## config.mk

```make
export PLATFORM = sky130hd
export DESIGN_NAME = intersection_scheduler
export DESIGN_NICKNAME = d
export VERILOG_FILES = /design/src/rtl/intersection_pkg.sv /design/src/rtl/phase_timer.sv /design/src/rtl/intersection_scheduler.sv
export SDC_FILE = /design/constraint.sdc
export NUM_CORES = 1
export LEC_CHECK = 0
export BUFFER_PORTS_ARGS = -buffer_cell sky130_fd_sc_hd__buf_2
export CORE_UTILIZATION = 49
export DETAILED_ROUTE_END_ITERATION = 10
export GPL_TIMING_DRIVEN = 1
export HOLD_SLACK_MARGIN = 0.03
export PLACE_DENSITY_LB_ADDON = 0.05
export SETUP_SLACK_MARGIN = 0.15
export SYNTH_ARGS = -nofsm -noshare
export SYNTH_HDL_FRONTEND = slang
export SYNTH_SLANG_ARGS = --single-unit
```

## constraint.sdc

```tcl
create_clock -name clk -period 3.4 [get_ports clk]
set_input_delay 0.68 -clock clk [delete_from_list [all_inputs] [get_ports clk]]
set_output_delay 0.68 -clock clk [all_outputs]
set_load 0.1 [all_outputs]
```

## src/rtl/intersection_pkg.sv

```systemverilog
`default_nettype none
// ============================================================================
// Module      : intersection_pkg
// Description : Shared light codes, phase encoding and default phase timing
//               for the intersection controllers.
// Revision    : 1.0 - initial release
// ============================================================================
package intersection_pkg;

    localparam logic [1:0] c_light_off    = 2'd0;
    localparam logic [1:0] c_light_green  = 2'd1;
    localparam logic [1:0] c_light_yellow = 2'd2;
    localparam logic [1:0] c_light_red    = 2'd3;

    typedef enum logic [2:0] {
        MAIN_G = 3'd0,
        MAIN_Y = 3'd1,
        CLR_S  = 3'd2,
        SIDE_G = 3'd3,
        SIDE_Y = 3'd4,
        CLR_M  = 3'd5,
        WALK   = 3'd6,
        EMERG  = 3'd7
    } phase_e;

    // Default durations, in ticks
    localparam int c_t_main_min = 6;
    localparam int c_t_side     = 6;
    localparam int c_t_ext      = 3;
    localparam int c_t_yel      = 2;
    localparam int c_t_clr      = 1;
    localparam int c_t_walk     = 4;

endpackage : intersection_pkg
`default_nettype wire

```

## src/rtl/phase_timer.sv

```systemverilog
`default_nettype none
// ============================================================================
// Module      : phase_timer
// Description : Tick-gated 5-bit phase counter with synchronous clear,
//               saturation at full scale and a tick-qualified expire flag.
// Revision    : 1.0 - initial release
// ============================================================================
module phase_timer (
    input  logic       clk,
    input  logic       reset,
    input  logic       tick,
    input  logic       clear,
    input  logic [4:0] limit,
    output logic [4:0] cnt,
    output logic       expire
);

    logic [4:0] r_cnt;

    always_ff @(posedge clk) begin
        if (reset) begin
            r_cnt <= 5'd0;
        end else if (clear) begin
            r_cnt <= 5'd0;
        end else if (tick && (r_cnt != 5'h1F)) begin
            r_cnt <= r_cnt + 5'd1;
        end
    end

    assign cnt    = r_cnt;
    assign expire = tick && (r_cnt == (limit - 5'd1));

endmodule : phase_timer
`default_nettype wire

```

## src/rtl/intersection_scheduler.sv

```systemverilog
`default_nettype none
// ============================================================================
// Module      : intersection_scheduler
// Description : Actuated main/side/pedestrian phase scheduler with emergency
//               preempt; light outputs registered from the next phase.
// Revision    : 1.0 - initial release
// ============================================================================
module intersection_scheduler
    import intersection_pkg::*;
#(
    parameter int T_MAIN_MIN = c_t_main_min,
    parameter int T_SIDE     = c_t_side,
    parameter int T_EXT      = c_t_ext,
    parameter int T_YEL      = c_t_yel,
    parameter int T_CLR      = c_t_clr,
    parameter int T_WALK     = c_t_walk
) (
    input  logic       clk,
    input  logic       reset,
    input  logic       tick,
    input  logic       sensor,
    input  logic       walk_btn,
    input  logic       emerg,
    output logic [1:0] main_light,
    output logic [1:0] side_light,
    output logic       walk_light,
    output logic [2:0] phase
);

    localparam logic [4:0] c_lim_main  = 5'(T_MAIN_MIN);
    localparam logic [4:0] c_lim_side  = 5'(T_SIDE);
    localparam logic [4:0] c_lim_ext   = 5'(T_SIDE + T_EXT);
    localparam logic [4:0] c_lim_yel   = 5'(T_YEL);
    localparam logic [4:0] c_lim_clr   = 5'(T_CLR);
    localparam logic [4:0] c_lim_walk  = 5'(T_WALK);
    localparam logic [4:0] c_main_last = 5'(T_MAIN_MIN - 1);
    localparam logic [4:0] c_side_last = 5'(T_SIDE - 1);

    phase_e     r_state;
    phase_e     w_state_nxt;
    logic       r_walk_req;
    logic       r_side_req;
    logic       r_emerg_pend;
    logic       r_ext_used;
    logic [1:0] r_main_light;
    logic [1:0] r_side_light;
    logic       r_walk_light;
    logic [1:0] w_main_light;
    logic [1:0] w_side_light;
    logic       w_walk_light;
    logic [4:0] w_cnt;
    logic [4:0] w_limit;
    logic       w_expire;
    logic       w_preempt;
    logic       w_extend;
    logic       w_change;

    assign w_preempt = emerg | r_emerg_pend;
    assign w_change  = (w_state_nxt != r_state);
    // Sensor still present at the base side-green end buys one extension
    assign w_extend  = tick && (r_state == SIDE_G) && (w_cnt == c_side_last)
                       && sensor && !r_ext_used;

    always_comb begin
        w_limit = 5'h1F;
        case (r_state)
            MAIN_G:        w_limit = c_lim_main;
            MAIN_Y,
            SIDE_Y:        w_limit = c_lim_yel;
            CLR_S,
            CLR_M:         w_limit = c_lim_clr;
            SIDE_G:        w_limit = r_ext_used ? c_lim_ext : c_lim_side;
            WALK:          w_limit = c_lim_walk;
            default:       w_limit = 5'h1F;
        endcase
    end

    phase_timer u_phase_timer (
        .clk    (clk),
        .reset  (reset),
        .tick   (tick),
        .clear  (w_change),
        .limit  (w_limit),
        .cnt    (w_cnt),
        .expire (w_expire)
    );

    always_ff @(posedge clk) begin
        if (reset) begin
            r_state <= MAIN_G;
        end else begin
            r_state <= w_state_nxt;
        end
    end

    always_comb begin
        w_state_nxt = r_state;
        if (tick) begin
            case (r_state)
                MAIN_G: begin
                    if (w_preempt) begin
                        w_state_nxt = MAIN_Y;
                    end else if ((w_cnt >= c_main_last) && (r_walk_req || r_side_req)) begin
                        w_state_nxt = MAIN_Y;
                    end
                end
                MAIN_Y: if (w_expire) w_state_nxt = CLR_S;
                CLR_S: begin
                    if (w_expire) begin
                        if (r_emerg_pend)    w_state_nxt = EMERG;
                        else if (r_walk_req) w_state_nxt = WALK;
                        else if (r_side_req) w_state_nxt = SIDE_G;
                        else                 w_state_nxt = MAIN_G;
                    end
                end
                SIDE_G: begin
                    if (w_preempt || (w_expire && !w_extend)) w_state_nxt = SIDE_Y;
                end
                SIDE_Y: if (w_expire) w_state_nxt = CLR_M;
                WALK: begin
                    if (w_preempt)     w_state_nxt = CLR_M;
                    else if (w_expire) w_state_nxt = MAIN_G;
                end
                CLR_M: if (w_expire) w_state_nxt = r_emerg_pend ? EMERG : MAIN_G;
                EMERG: if (!emerg) w_state_nxt = CLR_M;
                default: w_state_nxt = MAIN_G;
            endcase
        end
    end

    // Clearing on phase entry takes priority over a same-cycle request
    always_ff @(posedge clk) begin
        if (reset) begin
            r_walk_req   <= 1'b0;
            r_side_req   <= 1'b0;
            r_emerg_pend <= 1'b0;
            r_ext_used   <= 1'b0;
        end else begin
            if (w_change && (w_state_nxt == WALK))     r_walk_req <= 1'b0;
            else if (walk_btn && (r_state != WALK))    r_walk_req <= 1'b1;

            if (w_change && (w_state_nxt == SIDE_G))   r_side_req <= 1'b0;
            else if (sensor && (r_state != SIDE_G))    r_side_req <= 1'b1;

            if ((r_state == EMERG) && w_change)        r_emerg_pend <= 1'b0;
            else if (emerg && (r_state != EMERG))      r_emerg_pend <= 1'b1;

            if (w_change && (w_state_nxt == SIDE_G))   r_ext_used <= 1'b0;
            else if (w_extend && !w_change)            r_ext_used <= 1'b1;
        end
    end

    always_comb begin
        w_main_light = c_light_red;
        w_side_light = c_light_red;
        w_walk_light = 1'b0;
        case (w_state_nxt)
            MAIN_G:  w_main_light = c_light_green;
            MAIN_Y:  w_main_light = c_light_yellow;
            SIDE_G:  w_side_light = c_light_green;
            SIDE_Y:  w_side_light = c_light_yellow;
            WALK:    w_walk_light = 1'b1;
            CLR_S,
            CLR_M,
            EMERG:   w_walk_light = 1'b0;
            default: begin
                w_main_light = c_light_off;
                w_side_light = c_light_off;
            end
        endcase
    end

    always_ff @(posedge clk) begin
        if (reset) begin
            r_main_light <= c_light_green;
            r_side_light <= c_light_red;
            r_walk_light <= 1'b0;
        end else begin
            r_main_light <= w_main_light;
            r_side_light <= w_side_light;
            r_walk_light <= w_walk_light;
        end
    end

    assign main_light = r_main_light;
    assign side_light = r_side_light;
    assign walk_light = r_walk_light;
    assign phase      = r_state;

endmodule : intersection_scheduler
`default_nettype wire

```

After elaboration in Yosys (flattened, before gate mapping)
Cells that the tools add are included.
- add/sub/neg operators: 2
- order comparisons: 1
- equal/unequal tests: 18
- multiplexer cells: 21
- bitwise logic cells: 1
- reduce and logical (&&, ||, !) cells: 28
- operators with widths (operator ; number):
    2-to-1 mux 3 bit ; 14
    one-hot mux 5 bit (5 select lines) ; 1
    one-hot mux 3 bit (8 select lines) ; 1
    == test 3 bit, second input constant ; 6
    logical AND 1 bit ; 15
    OR reduction 2 bit ; 6
    == test 3 x 2 -> 1 bit, second input constant ; 3
    one-hot mux 2 bit (2 select lines) ; 2
    == test 3 x 1 -> 1 bit, second input constant ; 2
    zero test 3 bit ; 2
    inequality test 3 bit, second input constant ; 2
    adder 5 x 1 -> 5 bit, second input constant ; 1
    == test 5 x 3 -> 1 bit, second input constant ; 1
    == test 5 bit ; 1
    >= comparator 5 x 3 -> 1 bit, second input constant ; 1
    inequality test 5 bit, second input constant ; 1
    subtractor 5 x 1 -> 5 bit, second input constant ; 1
    2-to-1 mux 4 bit ; 1
    zero test 1 bit ; 3
    inequality test 3 x 2 -> 1 bit, second input constant ; 1
    inequality test 3 bit ; 1
    logical OR 1 bit ; 2
    2-to-1 mux 2 bit ; 1
    2-to-1 mux 1 bit ; 1
    OR 1 bit ; 1
- flip-flop bits (word level): 17
- input bits: 6
- logic and storage cells: 80

Depth between registers and ports, before layout
- word-level depth: 14
- depth in mapped cells: 15
- gate-level depth less buffers: 14

By module
Synthesis repeated with hierarchy kept, for this count alone.
- cell total of the unflattened synthesis: 154
- area, all modules: 1233.7 µm²
- modules (own cells, without submodules) (module ; instances ; cells an instance ; area an instance (µm²) ; sequential area each (µm²)):
    intersection_scheduler ; 1 ; 114 ; 863.3 ; 240.2
    phase_timer ; 1 ; 40 ; 370.4 ; 100.1

Worst setup path before layout
No wires, ideal clock.
- kind: reg2reg
- start point: reg r_state[1], in the netlist phase[1]
- end point: reg u_phase_timer.r_cnt[1], in the netlist u_phase_timer.cnt[1]
- data arrival time: 4.078 ns
- path slack: -0.757 ns
- stages on the path, launching flop included: 16
- period minus slack after synthesis: 4.157 ns
- path through: dfxtp_1 clkbuf_2 clkbuf_1 clkbuf_1 nand2_1 o21ai_0 ha_1 nor4bb_1 a211oi_2 xnor2_1 nand3_2 o32ai_4 a31oi_1 a2111oi_4 nand2b_2 a211oi_2
- longest elaborated chain between the ends: 13
- elaborated cells between the ends (all ways): 35
- those cells by class: 1 x add/sub; 9 x eq/ne; 13 x mux; 12 x reduce/logical
- ends and longest elaborated chain (element ; line ; text):
    start, declared ; intersection_scheduler.sv:39 ; phase_e r_state;
    start signal, assigned ; intersection_scheduler.sv:92 ; r_state <= w_state_nxt;
    == test 3 bit (tied with other cells) ; intersection_scheduler.sv:66, intersection_scheduler.sv:99 ;
    OR reduction 2 bit / logical AND 1 bit (equally long branches) ; intersection_scheduler.sv:66, intersection_scheduler.sv:61 ;
    one-hot mux 5 bit (5 select lines) / logical AND 1 bit (equally long branches) ; intersection_scheduler.sv:66, intersection_scheduler.sv:61 ;
    subtractor 5 x 1 -> 5 bit / logical AND 1 bit (equally long branches) ; phase_timer.sv:31, intersection_scheduler.sv:62 ;
    == test 5 bit / logical AND 1 bit (equally long branches) ; phase_timer.sv:31, intersection_scheduler.sv:62 ;
    logical AND 1 bit / zero test 1 bit (equally long branches) ; phase_timer.sv:31, intersection_scheduler.sv:117 ;
    logical AND 1 bit ; intersection_scheduler.sv:117 ; if (w_preempt || (w_expire && !w_extend)) w_state_nxt = SIDE_Y;
    logical OR 1 bit ; intersection_scheduler.sv:117 ;
    2-to-1 mux 3 bit ; intersection_scheduler.sv:117 ;
    one-hot mux 3 bit (8 select lines) ; intersection_scheduler.sv:99 ; case (r_state)
    2-to-1 mux 3 bit ; intersection_scheduler.sv:98 ; if (tick) begin
    inequality test 3 bit * ; intersection_scheduler.sv:59 ; assign w_change = (w_state_nxt != r_state);
    OR reduction 2 bit (no line) * ; - ;
    end signal, assigned ; phase_timer.sv:26 ; r_cnt <= r_cnt + 5'd1;
    end, declared ; phase_timer.sv:18 ; logic [4:0] r_cnt;
Mark *: on every way between the ends. The rest lies on a longest branch, timed or not.
A chain may end at the register's enable or synchronous reset.

Worst setup path after layout
- start point: reg r_state[2], in the netlist phase[2]
- end point: reg u_phase_timer.r_cnt[1], in the netlist u_phase_timer.cnt[1]
Same word-level chain as after synthesis.

==> metrics.yaml <==
area_growth_syn_to_layout_pct: 15.8
port-buffer-count: 13
vias_per_cell: 6.19
clockBufferDepth: 2
wl_per_cell_um: 16.4
outcome: "completed"
drv_cap: 0
clkTransAtPathRegs_ns: 0.09
power.leakage_uw: 0.000577
tightest_slew_ns: 0.496
fin_worst_skew_ns: 0.00423
ios: 14
peakVddDrop_uv: 324
startpoint_type: "register"
startpoint: "phase[2]"
synth_top_cell_by_area: "dfxtp_1"
grt_pass1_wl_mm: 5.77
cp_max_fo: 14
place_area_mm2: 0.00149
final_nets: 205
r2r_end: "u_phase_timer.cnt[1]"
synth_top_area_frac: 0.250
syn-num-nets: 191
netlist_instances: 181
design_area_mm2: 0.00158
cts_tree: "yes"
slew_headroom: 0.672
reg2reg_depth: 12
yosysWarnings: 0
rsz0062_at_grt: "no"
die_h_um: 54.7
finalHoldViolCount: 0
fmax_ghz: 0.321
setup-tns-final_ns: 0
ant_nets: 0
grt.overflow.total: 0
ys_seq_area_frac: 0.250
n_fill_cell: 247
arrival_ns: 3.33
pwr_density_cell_mw_per_mm2: 286
synth_area_mm2: 0.00136
ys_async_sr_fraction: 0
num_rows: 18
antennaDiodeCount: 0
slew_viol_final: 0
dr.pass1.iters: 4
drc: 0
synth_ff_type: "dfxtp_1"
drtIter0Drc: 44
whs_ns: 0.529
gp_congestion: 0.881
period_needed_ns: 3.12
synthTopCellsByArea: "dfxtp_1, nor2_1, o21ai_0, xnor2_1, a21oi_1"
worstPathRequired_ns: 3.61
ys_types: 49
rrSetupSlack_ns: 0.28
die_w_um: 54.7
ys_ff_latch: 17
clock_sinks: 17
cts-root-buf: "clkbuf_4"
cts_max_level: 1
antenna_found_initial: 0
crit_type: "register to register"
syn_avg_cell_area_um2: 7.51
reg2reg_from: "phase[2]"
hp-class: "register to register"
initial_core_util: 0.534
drive_gt1_frac: 0.258
endpoint: "u_phase_timer.cnt[1]"
critPathCaptureType: "register"
cts_hold_buf: 0
post-dp-hpwl_mm: 2.68
synth_edf_count: 0
cts_buffers: 3
vias: 1387
finalSetupViolations: 0
grt_usage: 0.273
routed_wl_mm: 3.68
grt_max_degree: 23
post-route-period-util: 0.916
grt_pass1_vias: 1275
core_mm2: 0.00254
die-area_mm2: 0.00299
clock_latency_ns: 0.29
## cells in the final DEF, fill, tap and decap left out, types with 4 or more instances in the layout
| cell | n |
|---|---|
| nor3_1 | 6 |
| buf_4 | 6 |
| nor2_1 | 22 |
| a31oi_1 | 4 |
| buf_2 | 13 |
| inv_1 | 8 |
| xnor2_1 | 6 |
| o21ai_0 | 16 |
| dfxtp_4 | 4 |
| dfxtp_1 | 13 |
| nand3_1 | 7 |
| a21oi_1 | 10 |
| nand2_1 | 14 |
| nor2b_1 | 4 |
## flip-flops by register name, indices dropped and copies added (netlist names)
name               flops
walk_light             1
r_emerg_pend           1
r_walk_req             1
phase                  3
u_phase_timer.cnt      5
r_side_req             1
side_light             2
r_ext_used             1
main_light             2
## through the flow
stage / utilization / power, uW / std cells / setup WS (ns)
2_1_floorplan: - / 320 / 181 / 0.163
3_3_place_gp: 0.584 / 344 / 219 / 0.325
3_5_place_dp: 0.584 / 344 / 219 / 0.253
4_1_cts: 0.595 / 447 / 223 / 0.220
5_1_grt: 0.619 / 478 / 224 / 0.127
6_report: 0.619 / 450 / 224 / 0.284
## worst min path at each step
stage / from / endpoint / slack [ns] / depth (start not counted)
4_1_cts: r_side_req / r_side_req / 0.54 / 2
3_5_place_dp: r_side_req / r_side_req / 0.53 / 2
3_3_place_gp: r_ext_used / r_ext_used / 0.52 / 2
2_1_floorplan: r_side_req / r_side_req / 0.50 / 2
5_1_grt: r_ext_used / r_ext_used / 0.56 / 2
6_report: r_ext_used / r_ext_used / 0.53 / 2
## worst max-delay path: stages, from the launching register on
cell       delay (ns)
dfxtp_4          0.41
nand2b_1         0.19
o21a_1           0.19
ha_2             0.21
nor2b_1          0.15
a211oi_2         0.33
xnor2_2          0.19
and3_1           0.25
o32ai_4          0.12
a32o_2           0.31
a2111oi_4        0.43
nand2b_4         0.12
a211oi_2         0.15
## metal layers
| layer | part of all wire | wire (um) | GRT usage |
|---|---|---|---|
| met5 | 0 | 0 | 0 |
| met1 | 0.43 | 1580 | 0.357 |
| met3 | 0.067 | 248 | 0.0194 |
| met4 | 0.018 | 65 | 0.137 |
| met2 | 0.49 | 1790 | 0.446 |
## kinds of logic after synthesis
family | Yosys count | synth area share
AOI/OAI and AO/OA | 57 | 0.306
xor gates and xnor gates | 10 | 0.0644
adders and majority gates | 4 | 0.0368
buffers and inverters | 18 | 0.0543
DFF | 17 | 0.250
muxes | 2 | 0.0147
and+or+nand+nor | 73 | 0.273
## layout make-up
| class | count | area, um2 | share of cell area |
|---|---|---|---|
| multi-input cells | 146 | 1010 | 0.644 |
| flip-flops and latches | 17 | 355 | 0.226 |
| repair buffers | 19 | 110 | 0.0699 |
| well taps | 30 | 37.5 | 0.0238 |
| inverters | 8 | 30.0 | 0.0191 |
| clock buffers | 3 | 22.5 | 0.0143 |
| clock inverters | 1 | 5.00 | 0.00318 |
## cell usage after synthesis, types with 3 or more instances
cell / instances
xor2_1: 3
a21oi_1: 12
a211oi_2: 3
nand2_1: 15
nand3_1: 7
nor3_1: 6
inv_1: 8
nor2_1: 22
and3_1: 3
clkbuf_1: 7
a31oi_1: 5
xnor2_1: 7
or2_2: 3
nor2b_1: 4
dfxtp_1: 17
o21ai_0: 16
ha_1: 4
## power by group
part	internal [uW]	switching [uW]
Sequential	205	13.2
Clock	43.7	59.8
Combinational	41.2	87.0
## what timing repair did
action	CTS	global route
buffers inserted	0	1
setup endpoints to repair	0	10
resized for setup	0	12
(Power assumes the default switching activity.)
